### src/rtl/game_pkg.sv
// Shared definitions for the game controller: state encoding, BCD helpers and
// screen/dinosaur constants used by the control path and the display path.
package game_pkg;

    localparam logic [1:0] ST_IDLE    = 2'b00;
    localparam logic [1:0] ST_RUNNING = 2'b01;
    localparam logic [1:0] ST_OVER    = 2'b10;

    typedef enum logic [1:0] {
        IDLE    = ST_IDLE,
        RUNNING = ST_RUNNING,
        OVER    = ST_OVER
    } game_state_t;

    localparam int         BCD_DIGIT_W   = 4;
    localparam logic [5:0] GROUND_HEIGHT = 6'h3F;
    localparam int         SCREEN_W      = 640;

    // Ripple a +1 through four BCD digits, least significant digit first.
    function automatic logic [15:0] bcd_inc(input logic [15:0] v);
        logic [15:0] r;
        logic        carry;
        r     = v;
        carry = 1'b1;
        for (int i = 0; i < 4; i++) begin
            if (carry) begin
                if (r[i*BCD_DIGIT_W +: BCD_DIGIT_W] == 4'd9) begin
                    r[i*BCD_DIGIT_W +: BCD_DIGIT_W] = 4'd0;
                end else begin
                    r[i*BCD_DIGIT_W +: BCD_DIGIT_W] = r[i*BCD_DIGIT_W +: BCD_DIGIT_W] + 4'd1;
                    carry = 1'b0;
                end
            end
        end
        return r;
    endfunction

endpackage

### src/rtl/game_ctrl_bcd_counter4.sv
// Four-digit BCD counter with synchronous clear and increment that sticks at 9999.
module bcd_counter4
    import game_pkg::*;
(
    input  logic        CLK,
    input  logic        RST_N,
    input  logic        clr,
    input  logic        inc,
    output logic [15:0] q
);

    always_ff @(posedge CLK or negedge RST_N) begin
        if (!RST_N) begin
            q <= 16'h0000;
        end else if (clr) begin
            q <= 16'h0000;
        end else if (inc && (q != 16'h9999)) begin
            q <= bcd_inc(q);
        end
    end

endmodule

### src/rtl/game_ctrl.sv
// Game sequencing: button synchroniser, start/collision/restart FSM, score divider,
// restart holdoff and high-score register.
module game_ctrl
    import game_pkg::*;
#(
    parameter int DINO_X_LO    = 40,
    parameter int DINO_X_HI    = 60,
    parameter int OBST_W       = 10,
    parameter int CLEAR_HEIGHT = 50,
    parameter int SCORE_DIV    = 6,
    parameter int HOLDOFF      = 30
) (
    input  logic        CLK,
    input  logic        RST_N,
    input  logic        tick,
    input  logic        button_jump,
    input  logic [5:0]  dinosaur_height,
    input  logic [9:0]  obstacle_x,
    input  logic        obstacle_valid,
    output logic        game_status,
    output logic        game_over,
    output logic        start_pulse,
    output logic [15:0] score_bcd,
    output logic [15:0] high_bcd
);

    game_state_t state;
    logic        btn_meta;
    logic        btn_sync;
    logic        btn_prev;
    logic        btn_rise;
    logic [2:0]  div;
    logic [4:0]  holdoff;
    logic [10:0] obst_right;
    logic        collide;
    logic        score_clr;
    logic        score_inc;

    // btn_rise is registered so the pin-to-pulse latency is three clocks.
    always_ff @(posedge CLK or negedge RST_N) begin
        if (!RST_N) begin
            btn_meta <= 1'b0;
            btn_sync <= 1'b0;
            btn_prev <= 1'b0;
            btn_rise <= 1'b0;
        end else begin
            btn_meta <= button_jump;
            btn_sync <= btn_meta;
            btn_prev <= btn_sync;
            btn_rise <= btn_sync & ~btn_prev;
        end
    end

    assign obst_right = {1'b0, obstacle_x} + 11'(OBST_W);
    assign collide    = obstacle_valid
                     && (obstacle_x <= 10'(DINO_X_HI))
                     && (obst_right > 11'(DINO_X_LO))
                     && (dinosaur_height >= 6'(CLEAR_HEIGHT));

    always_comb begin
        score_clr = 1'b0;
        score_inc = 1'b0;
        case (state)
            IDLE:    score_clr = 1'b1;
            RUNNING: score_inc = tick && !collide && (div == 3'(SCORE_DIV - 1));
            OVER:    score_clr = btn_rise && (holdoff == 5'd0);
            default: score_clr = 1'b1;
        endcase
    end

    bcd_counter4 u_score (
        .CLK   (CLK),
        .RST_N (RST_N),
        .clr   (score_clr),
        .inc   (score_inc),
        .q     (score_bcd)
    );

    always_ff @(posedge CLK or negedge RST_N) begin
        if (!RST_N) begin
            state       <= IDLE;
            div         <= 3'd0;
            holdoff     <= 5'd0;
            high_bcd    <= 16'h0000;
            game_status <= 1'b0;
            game_over   <= 1'b0;
            start_pulse <= 1'b0;
        end else begin
            start_pulse <= 1'b0;
            case (state)
                IDLE: begin
                    div <= 3'd0;
                    if (btn_rise) begin
                        state       <= RUNNING;
                        start_pulse <= 1'b1;
                        game_status <= 1'b1;
                    end
                end
                RUNNING: begin
                    if (tick) begin
                        if (collide) begin
                            state       <= OVER;
                            holdoff     <= 5'(HOLDOFF);
                            game_status <= 1'b0;
                            game_over   <= 1'b1;
                            if (score_bcd > high_bcd) begin
                                high_bcd <= score_bcd;
                            end
                        end else if (div == 3'(SCORE_DIV - 1)) begin
                            div <= 3'd0;
                        end else begin
                            div <= div + 3'd1;
                        end
                    end
                end
                OVER: begin
                    // A press during holdoff is dropped outright, never remembered.
                    if (btn_rise && (holdoff == 5'd0)) begin
                        state       <= RUNNING;
                        start_pulse <= 1'b1;
                        game_status <= 1'b1;
                        game_over   <= 1'b0;
                        div         <= 3'd0;
                    end else if (tick && (holdoff != 5'd0)) begin
                        holdoff <= holdoff - 5'd1;
                    end
                end
                default: begin
                    state       <= IDLE;
                    game_status <= 1'b0;
                    game_over   <= 1'b0;
                end
            endcase
        end
    end

endmodule

### config.mk
export PLATFORM = sky130hd
export DESIGN_NAME = game_ctrl
export DESIGN_NICKNAME = d
export VERILOG_FILES = /design/src/rtl/game_pkg.sv /design/src/rtl/game_ctrl_bcd_counter4.sv /design/src/rtl/game_ctrl.sv
export SDC_FILE = /design/constraint.sdc
export NUM_CORES = 1
export LEC_CHECK = 0
export BUFFER_PORTS_ARGS = -buffer_cell sky130_fd_sc_hd__buf_2
export CAP_MARGIN = 20
export CORE_MARGIN = 4
export CORE_UTILIZATION = 45
export DETAILED_ROUTE_END_ITERATION = 8
export PLACE_DENSITY = 0.66
export SLEW_MARGIN = 30
export SYNTH_ARGS = -nofsm -noshare
export SYNTH_HDL_FRONTEND = slang
export SYNTH_SLANG_ARGS = --single-unit
### constraint.sdc
create_clock -name CLK -period 2.3 [get_ports CLK]
set_input_delay 0.115 -clock CLK [delete_from_list [all_inputs] [get_ports CLK]]
set_output_delay 0.115 -clock CLK [all_outputs]
set_load 0.02 [all_outputs]
## Yosys cells after proc, flatten, opt, wreduce, memory -nomap -nowiden

Cells that the tools add are included.

| cells by class | value |
|---|---|
| order comparisons | 4 |
| reductions and logical operators | 26 |
| $add $sub $neg | 7 |
| eq/ne operators | 15 |
| multiplexer cells | 49 |
| bitwise logic cells | 3 |

Operators by type and width:

| kind | number |
|---|---|
| $mux 16 | 2 |
| $mux 4 | 7 |
| $mux 1 | 21 |
| $mux 5 | 4 |
| $add 4x1->4 const B | 4 |
| $eq 4x4->1 const B | 4 |
| $gt 16x16->1 | 1 |
| $ne 16x16->1 const B | 1 |
| $reduce_and 4->1 | 4 |
| $ne 2x2->1 const B | 7 |
| $mux 3 | 4 |
| $add 10x4->11 const B | 1 |
| $gt 11x6->1 const B | 1 |
| $le 10x6->1 const B | 1 |
| $pmux 5 s2 | 1 |
| $reduce_bool 2->1 | 5 |
| $pmux 3 s3 | 1 |
| $logic_and 1x1->1 | 8 |
| $mux 2 | 4 |
| $ge 6x6->1 const B | 1 |
| $pmux 1 s3 | 2 |
| $pmux 2 s3 | 1 |
| $reduce_and 2->1 | 3 |
| $logic_not 5->1 | 1 |
| 13 further kinds | 15 |

| word-level totals | value |
|---|---|
| output and inout bits | 35 |
| input port bits | 21 |
| bits in registers | 49 |
| word-level logic and storage cells | 119 |

## Longest topological paths before layout

| logic depth | value |
|---|---|
| depth after elaboration | 20 |
| depth in mapped cells | 8 |
| mapped depth without buffers | 7 |

## Modules after synthesis

A second synthesis with hierarchy kept.

| unflattened totals | value |
|---|---|
| cell total of the unflattened synthesis | 286 |
| area total of the unflattened synthesis | 2,902.8 um2 |

By module, submodules not included:

| module | times used | cells each | seq. area each (um2) | area each (um2) |
|---|---|---|---|---|
| game_ctrl | 1 | 182 | 800.8 | 1,878.1 |
| bcd_counter4 | 1 | 104 | 400.4 | 1,024.7 |

## Worst setup path before layout

Ideal clock, no wire load.

| timing | value |
|---|---|
| path type | flip-flop to flip-flop |
| start point | reg u_score.q[12] |
| end point | reg high_bcd[0] |
| path buffers | 1 |
| period minus slack after synthesis | 2,553 ps |
| setup time | 125 ps |
| slack | -253 ps |
| data required time | 2,175 ps |
| arrival time | 2,428 ps |
| stages on the path, launching flop included | 8 |
| cells stage by stage | dfrtp_1 ha_1 nand3_1 or4_1 or2_2 o311ai_4 buf_6 mux2_4 |

| between the ends | value |
|---|---|
| word-level cells in the longest chain between the ends | 2 |

Ends and longest elaborated chain:

| what | line | source |
|---|---|---|
| start, declared | game_ctrl_bcd_counter4.sv:9 | `output logic [15:0] q` |
| start signal, assigned | game_ctrl_bcd_counter4.sv:18 | `q <= bcd_inc(q);` |
| $gt 16x16->1 | game_ctrl.sv:106 | `if (score_bcd > high_bcd) begin` |
| $reduce_and 4->1 (no line) | - |  |
| end signal, assigned | game_ctrl.sv:107 | `high_bcd <= score_bcd;` |
| end, declared | game_ctrl.sv:24 | `output logic [15:0] high_bcd` |

No other way between the ends.
A chain may end at the register's enable or synchronous reset.

## Worst setup path in the final report

| timing | value |
|---|---|
| start point | reg u_score.q[13] |
| end point | reg high_bcd[11] |

Same word-level chain as after synthesis.

==> results.json <==
{
  "failed_checks": "negative setup slack",
  "worst-endpoint-required_ns": 2.50,
  "critical_path_fanout_max": 5,
  "drt_wl_total_um": 7490,
  "cts_inserted_buffers": 5,
  "pin_count_of_the_biggest_net_entering_global_routing": 29,
  "crit_start": "u_score.q[13]",
  "yosys_register_bits": 49,
  "dpl-instance-area_um2": 3690,
  "diodes": 0,
  "synth_flop_cell": "sky130_fd_sc_hd__dfrtp_1",
  "cts-root-buf": "sky130_fd_sc_hd__clkbuf_8",
  "floorplan.die_area_um2": 8060,
  "final_util_pct": 61.8,
  "number_of_instances_in_the_synthesized_netlist": 292,
  "final.setup.worst_slack_ns": -0.0528,
  "floorplan.die.height_um": 89.8,
  "initialDrtViolationCount": 109,
  "routabilityCongestion": 0.813,
  "multiInputGateArea_um2": 1810,
  "io-pin-count": 56,
  "worst_clock_skew_ns": 0.00824,
  "clock_path_buffers": 2,
  "clock.fmax_mhz": 425,
  "timing.max_slew.rel_slack_pct": 63.8,
  "tightest_slew_ns": 0.543,
  "chip_width_um": 89.8,
  "critPathLaunchType": "flop",
  "final.period_utilization_pct": 102,
  "port_buffer_count": 54,
  "cts_sinks": 49,
  "finalHoldViolations": 0,
  "dp.final_hpwl_um": 5550,
  "dr_total_vias": 2635,
  "worst-r2r-setup-slack_ns": -0.05,
  "start_util_pct": 46.8,
  "wl_per_cell_um": 16.2,
  "antenna_found_initial": 0,
  "cts_htree_levels": 2,
  "grt_pass1_vias": 2652,
  "hold_path_depth": 3,
  "global_route.usage.total_pct": 18.6,
  "synth_async_sr_flop_share_pct": 100,
  "mappedNetlistArea_um2": 3010,
  "detailedPlace.worstSlack_ns": -0.0992,
  "post_synth_main_area_contributors": "sky130_fd_sc_hd__dfrtp_1 41%, sky130_fd_sc_hd__ha_1 10%, sky130_fd_sc_hd__inv_1 3.6%",
  "yosys_warning_total": 0,
  "ys_types": 61,
  "p_per_area_nw_per_um2": 529,
  "worst_skew_pair_later_pin_latency_ns": 0.31,
  "yosysSeqAreaShare_pct": 40.8,
  "power.leakage_uw": 0.00196,
  "grt_pass1_wl_um": 12500,
  "rsz_0062_raised_after_global_routing": "yes",
  "finish.instance_area_um2": 3970,
  "reg2regPathDepth": 7,
  "yosys_top_cell_area_share_pct": 40.8,
  "synth.net_count": 338,
  "drive_above_1_share_pct": 43.1,
  "hold_removal_path_class": "in2reg",
  "coreArea_um2": 6420,
  "cp-end-kind": "flop",
  "tritoncts_clock_tree": "done",
  "cp-endpoint": "high_bcd[11]",
  "std_cell_rows": 29,
  "path_class": "reg2reg",
  "outcome": "finished with violations",
  "drv.max_cap_violation_count": 0,
  "vias_per_cell": 5.70,
  "area_delta_synth_final_pct": 32.0,
  "report.final.setup_viol": 12,
  "grt_overflow_total": 0,
  "post-route-drc-count": 0,
  "report.final.slew_viol_count": 0,
  "critical_path_arrival_ns": 2.55,
  "critical_path.max_stage_delay_ns": 0.54,
  "drt_pre_antenna_iters": 6,
  "instances_no_fill": 462,
  "startpoint_of_the_lowest_slack_register_to_register_path": "u_score.q[13]",
  "timing.critical_path.cells": "ha_4 > nand3_2 > or4_4 > or2_4 > o311ai_4 > buf_6 > mux2_4",
  "register_area_um2": 1250,
  "fillCellCount": 555,
  "synth_enable_flop_cells": 0,
  "nNetsFinal": 430,
  "critical_path_top_delay_cell": "sky130_fd_sc_hd__or4_4",
  "clock_period_minus_final_worst_setup_slack_ns": 2.35,
  "fin_total_pwr_uw": 2100,
  "vdd.ir_drop.worst_mv": 0.252,
  "antenna_left": 0,
  "yosys.area.top_type": "sky130_fd_sc_hd__dfrtp_1",
  "synth_area_per_cell_um2": 10.3,
  "dpl.cell_count": 446,
  "clkSlewWorstSetupHoldPaths_ns": 0.10,
  "crit-reg2reg-capture": "high_bcd[11]"
}
-- cell type report --
cell class,instances,area share [%]
flip-flops and latches,49,31.6
multi-input cells,207,45.5
clock buffers,6,2.08
inverters,29,2.74
well taps,77,2.43
repair buffers,92,14.7
clock inverters,2,0.945
-- layer usage --
layer | GRT usage, % | wire, µm | vias up
li1 | - | - | 1270
met1 | 24.5 | 3490 | 1291
met2 | 31.8 | 3650 | 65
met3 | 2.92 | 250 | 9
met4 | 5.24 | 103 | 0
met5 | 0 | 0 | -
-- cell usage in the layout (no fill, tap or decap), types with 4 or more instances in the layout --
cell type,instances
sky130_fd_sc_hd__inv_2,5
sky130_fd_sc_hd__o41ai_1,4
sky130_fd_sc_hd__ha_1,15
sky130_fd_sc_hd__mux2i_1,9
sky130_fd_sc_hd__nand3_1,8
sky130_fd_sc_hd__inv_1,24
sky130_fd_sc_hd__nor2_1,5
sky130_fd_sc_hd__dfrtp_1,27
sky130_fd_sc_hd__nor2b_1,6
sky130_fd_sc_hd__dfrtp_2,22
sky130_fd_sc_hd__buf_2,54
sky130_fd_sc_hd__nor3_1,5
sky130_fd_sc_hd__buf_4,32
sky130_fd_sc_hd__or3_1,5
sky130_fd_sc_hd__clkbuf_8,6
sky130_fd_sc_hd__ha_4,10
sky130_fd_sc_hd__o211ai_1,5
sky130_fd_sc_hd__a21oi_1,15
sky130_fd_sc_hd__o21ai_0,8
sky130_fd_sc_hd__o311ai_0,5
sky130_fd_sc_hd__mux2_4,11
sky130_fd_sc_hd__nand2_1,23
sky130_fd_sc_hd__nand2b_1,4
sky130_fd_sc_hd__and3b_1,4
-- synthesized netlist by cell type, drive strengths merged, types with 6 or more instances --
master and number:
dfrtp 49, inv 29, ha 25, nand2 25, a21oi 16, mux2 13, o21ai 11, nand3 10
mux2i 9, nor2b 6, o211ai 6, o311ai 6
-- registers in the layout (all words and copies together) (netlist names) --
name         cells
btn_sync         1
div              3
state            2
holdoff          5
game_over        1
btn_meta         1
btn_prev         1
btn_rise         1
game_status      1
start_pulse      1
u_score.q       16
high_bcd        16
-- metrics by stage --
stage	TNS, ns	hold WS (ns)
detailed placement	-0.756	0.131
CTS	-0.0737	0.161
finish	-0.456	0.163
global placement	-0.149	0.125
floorplan	-0.323	-0.181
global route	-1.07	0.213
-- logic make-up (layout without fill, tap and decap cells) --
kind of cell / Yosys count / in the layout / synth area share, %
adders and majority gates: 25 / 25 / 10.4
buffers and inverters: 36 / 129 / 4.91
xor gates and xnor gates: 2 / 2 / 0.582
muxes: 22 / 22 / 8.49
and+or+nand+nor: 92 / 92 / 17.7
AOI/OAI and AO/OA: 66 / 66 / 17.2
DFF: 49 / 49 / 40.8
-- worst max-delay path: cells and delay by family (launching register included) --
kind	cells	cell delay (ns)
and+or+nand+nor	3	0.89
DFF	1	0.44
muxes	1	0.31
adders and majority gates	1	0.28
buffers and inverters	1	0.20
AOI/OAI and AO/OA	1	0.12
-- power breakdown --
group,total (µW),internal (µW),switching (µW)
clock network,664,354,310
registers,976,923,52.5
logic,462,193,269
-- how the worst min path moves through the flow --
stage / from / to / slack (ns)
after CTS: tick / state[0] / 0.16
after floorplan: RST_N / btn_meta / -0.18
after global routing: tick / state[0] / 0.21
after detailed placement: RST_N / game_over / 0.13
after global placement: RST_N / game_over / 0.12
final: tick / state[0] / 0.16
-- repair_timing --
item	CTS	global route
gates resized for setup	12	13
setup endpoints to repair	12	17
buffers inserted	5	1
hold endpoints to repair	22	0
hold buffers	2	0
pin swaps	2	5
No activity file was read; power rests on OpenSTA's default activity.
